--- src/rtl/divider_recon_mult.sv ---
// Divider result checker: rebuilds the dividend n = q*d + r with a radix-2
// shift-add multiplier and flags a zero divisor or an out-of-range remainder.
module divider_recon_mult #(
    parameter int W = 8
) (
    input  logic             clk,
    input  logic             rst,
    input  logic             in_valid,
    output logic             in_ready,
    input  logic [W-1:0]     q,
    input  logic [W-1:0]     d,
    input  logic [W-1:0]     r,
    output logic             out_valid,
    input  logic             out_ready,
    output logic [2*W-1:0]   n,
    output logic             d_zero,
    output logic             rem_err,
    output logic             busy
);

    localparam int CW = (W > 1) ? $clog2(W) : 1;

    localparam logic [1:0] IDLE = 2'd0;
    localparam logic [1:0] CALC = 2'd1;
    localparam logic [1:0] DONE = 2'd2;

    localparam logic [CW-1:0] LAST_STEP = CW'(W - 1);

    logic [1:0]     state_r;
    logic [2*W-1:0] acc_r;
    logic [2*W-1:0] mcand_r;
    logic [W-1:0]   mplier_r;
    logic [CW-1:0]  cnt_r;
    logic [2*W-1:0] n_r;
    logic           d_zero_r;
    logic           rem_err_r;
    logic           in_ready_r;
    logic           out_valid_r;
    logic           busy_r;
    logic [2*W-1:0] acc_step_s;
    logic           accept_s;

    // A remainder that is not strictly below the divisor cannot come from a correct division.
    function automatic logic rem_check(input logic [W-1:0] rv, input logic [W-1:0] dv);
        return (rv >= dv);
    endfunction

    function automatic logic zero_check(input logic [W-1:0] dv);
        return (dv == {W{1'b0}});
    endfunction

    assign accept_s = in_valid && in_ready_r && (state_r == IDLE);

    // One shift-add step: conditionally add the shifted multiplicand.
    always_comb begin
        acc_step_s = acc_r;
        if (mplier_r[0]) begin
            acc_step_s = acc_r + mcand_r;
        end else begin
            acc_step_s = acc_r;
        end
    end

    // Control FSM and datapath registers; n only changes when a product completes.
    always_ff @(posedge clk or posedge rst) begin
        if (rst) begin
            state_r     <= IDLE;
            acc_r       <= {(2*W){1'b0}};
            mcand_r     <= {(2*W){1'b0}};
            mplier_r    <= {W{1'b0}};
            cnt_r       <= {CW{1'b0}};
            n_r         <= {(2*W){1'b0}};
            d_zero_r    <= 1'b0;
            rem_err_r   <= 1'b0;
            in_ready_r  <= 1'b1;
            out_valid_r <= 1'b0;
            busy_r      <= 1'b0;
        end else begin
            case (state_r)
                IDLE: begin
                    if (accept_s) begin
                        acc_r       <= {{W{1'b0}}, r};
                        mcand_r     <= {{W{1'b0}}, d};
                        mplier_r    <= q;
                        cnt_r       <= {CW{1'b0}};
                        d_zero_r    <= zero_check(d);
                        rem_err_r   <= rem_check(r, d);
                        state_r     <= CALC;
                        in_ready_r  <= 1'b0;
                        busy_r      <= 1'b1;
                    end
                end
                CALC: begin
                    acc_r    <= acc_step_s;
                    mcand_r  <= mcand_r << 1;
                    mplier_r <= mplier_r >> 1;
                    cnt_r    <= cnt_r + CW'(1);
                    // Fixed-length loop: no early exit even when the multiplier empties.
                    if (cnt_r == LAST_STEP) begin
                        n_r         <= acc_step_s;
                        state_r     <= DONE;
                        out_valid_r <= 1'b1;
                    end
                end
                DONE: begin
                    if (out_ready) begin
                        state_r     <= IDLE;
                        out_valid_r <= 1'b0;
                        busy_r      <= 1'b0;
                        in_ready_r  <= 1'b1;
                    end
                end
                default: begin
                    state_r     <= IDLE;
                    out_valid_r <= 1'b0;
                    busy_r      <= 1'b0;
                    in_ready_r  <= 1'b1;
                end
            endcase
        end
    end

    assign in_ready  = in_ready_r;
    assign out_valid = out_valid_r;
    assign busy      = busy_r;
    assign n         = n_r;
    assign d_zero    = d_zero_r;
    assign rem_err   = rem_err_r;

endmodule

--- config.mk ---
export PLATFORM = sky130hd
export DESIGN_NAME = divider_recon_mult
export DESIGN_NICKNAME = d
export VERILOG_FILES = /design/src/rtl/divider_recon_mult.sv
export SDC_FILE = /design/constraint.sdc
export NUM_CORES = 1
export LEC_CHECK = 0
export CAP_MARGIN = 30
export CELL_PAD_IN_SITES_DETAIL_PLACEMENT = 1
export CELL_PAD_IN_SITES_GLOBAL_PLACEMENT = 2
export CORE_UTILIZATION = 32
export CTS_BUF_LIST = sky130_fd_sc_hd__clkbuf_4 sky130_fd_sc_hd__clkbuf_8
export DETAILED_ROUTE_END_ITERATION = 10
export HOLD_SLACK_MARGIN = 0.08
export PLACE_DENSITY_LB_ADDON = 0.15
export SLEW_MARGIN = 20
export SYNTH_ARGS = -nofsm -noshare
export SYNTH_HDL_FRONTEND = slang
export SYNTH_SLANG_ARGS = --single-unit
--- constraint.sdc ---
create_clock -name clk -period 2.5 [get_ports clk]
set_input_delay 0.25 -clock clk [delete_from_list [all_inputs] [get_ports clk]]
set_output_delay 0.25 -clock clk [all_outputs]
set_load 0.02 [all_outputs]
==> impl_metrics.ini <==
[worst_setup_path]
arrival_ps = 2650
crit_path_cell_trace = ha_2 -> fa_2 -> a21o_1 -> a221oi_4 -> o21ai_2 -> a221o_1 -> a21o_1 -> xnor2_1 -> o22ai_1
r2r_setup_slack_ps = 80
critical-path-max-stage-delay_ps = 400
cp.depth = 9
end_kind = flop
crit_buf_inv = 0
crit_type = reg -> reg
critPathTopFamily = compound AO/OA/AOI/OAI gates
crit_top_cell = a21o_1
critical_path_required_ps = 2730
cp-start-kind = flop
cpMaxStageDelayCell = dfrtp_1
worstPathMaxFanout = 2
rr_worst_depth = 9

[yosys]
synth_fp_nets = 463
syn-cell-area_um2 = 3780
yosys-top-cells-area = dfrtp_1 43%, ha_1 8.3%, o21ai_0 7.3%
synth-async-reset-ratio_pct = 100
netlist_instances = 409
yosysWarnings = 0
ys_types = 41
yosysSeqAreaShare_pct = 43.7
synth-seq-cells = 66
synth_top_area_share_pct = 43.0
synth-edff-count = 0
synth_area_per_cell_um2 = 9.25
ys.flop_type = dfrtp_1
synth_top_area_cell = dfrtp_1
synth.most_common_cell = nand2_1
synth_commonest_cells = 72 x nand2_1, 65 x dfrtp_1, 55 x o21ai_0, 26 x a21oi_1

[clock_tree]
path_clk_slew_ps = 70
clock_latency_ps = 370
cts_sinks = 66
cts_tree = built
ctsHoldBuffers = 0
clock_path_buffers = 2
cts_max_level = 3
clk_root_buffer_cell = clkbuf_8
cts_made_buffers = 9

[sta]
worst_pin_slew_ps = 907
hold_viol = 0
fin_crit_sh_pct = 97.0
slew-limit-headroom_pct = 39.3
setup_slack_ps = 75.9
fmax_mhz = 413
skew_ps = 11.9
whs_ps = 165
period_minus_slack_ps = 2420
finalSetupViolations = 0
rsz0062_at_grt = yes
report.final.slew_viol_count = 0

[pwr]
p_leak_nw = 2.10
ir_drop_mv = 0.409
p_per_area_nw_per_um2 = 994

[die]
num_io_pins = 49
core_area_um2 = 11500
die_w_um = 111
die_y_um = 111
die_area_um2 = 12300
placementRows = 39
start_util_pct = 33.0

[finish]
num-fill-cells = 1321
layout-drive-gt1-share_pct = 11.3
final_nets = 521
area_growth_pct = 26.0
antenna_cells = 0

[drt]
wl_per_cell_um = 17.4
viasPerCell = 5.16
routed_wl_um = 10700
first_pass_iters = 7
vias = 3167
drt_iter0_drc = 135
route.antenna.remaining_nets = 0
drc = 0

[global_route]
grt_max_degree = 48
overflow = 0
antenna_found_initial = 0
grt_use_total_pct = 18.6
grt_pass1_wl_um = 17600
grt_pass1_vias = 3351

[place]
io_buffers = 48
place_congestion = 0.768
dp_hpwl_um = 7620
place_ws_ps = -70.8

[flow_run]
drv_cap = 0

[outcome]
status = completed

[worst_hold_path]
min_path_type = in -> async
[area by class of cell]
type,instances,area (um^2),area share (%)
multi-input combinational,304,2030,42.5
timing repair buffer,70,658,13.8
sequential,66,1650,34.6
tap,143,179,3.75
clock inverter,3,40.0,0.839
clock buffer,12,153,3.20
inverter,16,60.1,1.26
[path summary, 6_finish.rpt]
kind,from,to
setup / recovery,mcand_r[0],acc_r[12]
hold / removal,rst,n[1]
setup reg to reg,mcand_r[0],acc_r[12]
hold reg to reg,n[1],n[1]
max in group asynchronous,rst,in_ready
min in group clk,in_valid,in_ready
[per-stage QoR]
stage                     cell area, um^2  cells  power (mW)  utilization [%]  setup TNS, ps
after global placement               4510    595        3.77             39.3          -57.0
after floorplan                      3780    409        3.02                -              0
after global routing                 4770    614        5.11             41.6           -213
after detailed placement             4510    595        3.84             39.3           -166
after CTS                            4710    610        4.78             41.0              0
final                                4770    614        4.74             41.6              0
[repair_timing]
action | CTS | global route
buffers inserted | 0 | 4
resized for setup | 2 | 8
setup endpoints to repair | 3 | 7
pin swaps | 5 | 8
[cell families after synthesis]
logic type / after synthesis / synth area share, %
AOI/OAI and AO/OA: 124 / 19.7
xor gates and xnor gates: 13 / 3.01
adders and majority gates: 26 / 8.79
buffers and inverters: 39 / 3.87
DFF: 66 / 43.7
muxes: 28 / 7.50
and+or+nand+nor: 113 / 13.5
[sequential cells by signal, summed over array words and instances, names as in the netlist]
| signal | count |
|---|---|
| in_ready | 1 |
| busy | 1 |
| d_zero | 1 |
| mplier_r | 8 |
| cnt_r | 3 |
| mcand_r | 16 |
| acc_r | 16 |
| out_valid | 1 |
| n | 16 |
| state_r | 2 |
| rem_err | 1 |
[report_power, final]
group / total (mW) / internal (mW) / switching [mW]
Clock: 0.924 / 0.502 / 0.422
Sequential: 1.77 / 1.45 / 0.317
Combinational: 2.05 / 0.884 / 1.17
[placed cells by master (no fill, tap or decap), types with 2 or more instances in the layout]
| cell type | instances |
|---|---|
| ha_1 | 24 |
| and3_1 | 2 |
| nor4b_1 | 2 |
| nand2b_1 | 4 |
| a21o_1 | 11 |
| a21oi_1 | 26 |
| xor2_1 | 2 |
| a211oi_2 | 2 |
| nor2_1 | 12 |
| o22ai_1 | 5 |
| nand2_1 | 72 |
| o21bai_1 | 2 |
| nor3b_1 | 9 |
| dfrtp_1 | 65 |
| clkbuf_8 | 10 |
| clkinv_2 | 2 |
| mux2i_1 | 25 |
| buf_4 | 21 |
| mux2_2 | 3 |
| nand3_1 | 4 |
| a22oi_1 | 6 |
| xnor2_1 | 11 |
| clkbuf_4 | 2 |
| clkdlybuf4s50_1 | 48 |
| a221o_1 | 2 |
| o21a_1 | 3 |
| nor4_1 | 2 |
| o21ai_2 | 2 |
| a222oi_1 | 2 |
| inv_1 | 15 |
| o21ai_0 | 53 |
| o211ai_1 | 2 |
[metal layers]
layer	GRT usage (%)	up-vias	wire, um
met2	29.0	42	4770
met1	25.0	1554	5450
met4	7.73	0	188
met5	0	-	0
li1	-	1557	-
met3	3.88	14	304
No activity file was read; power rests on OpenSTA's default activity.
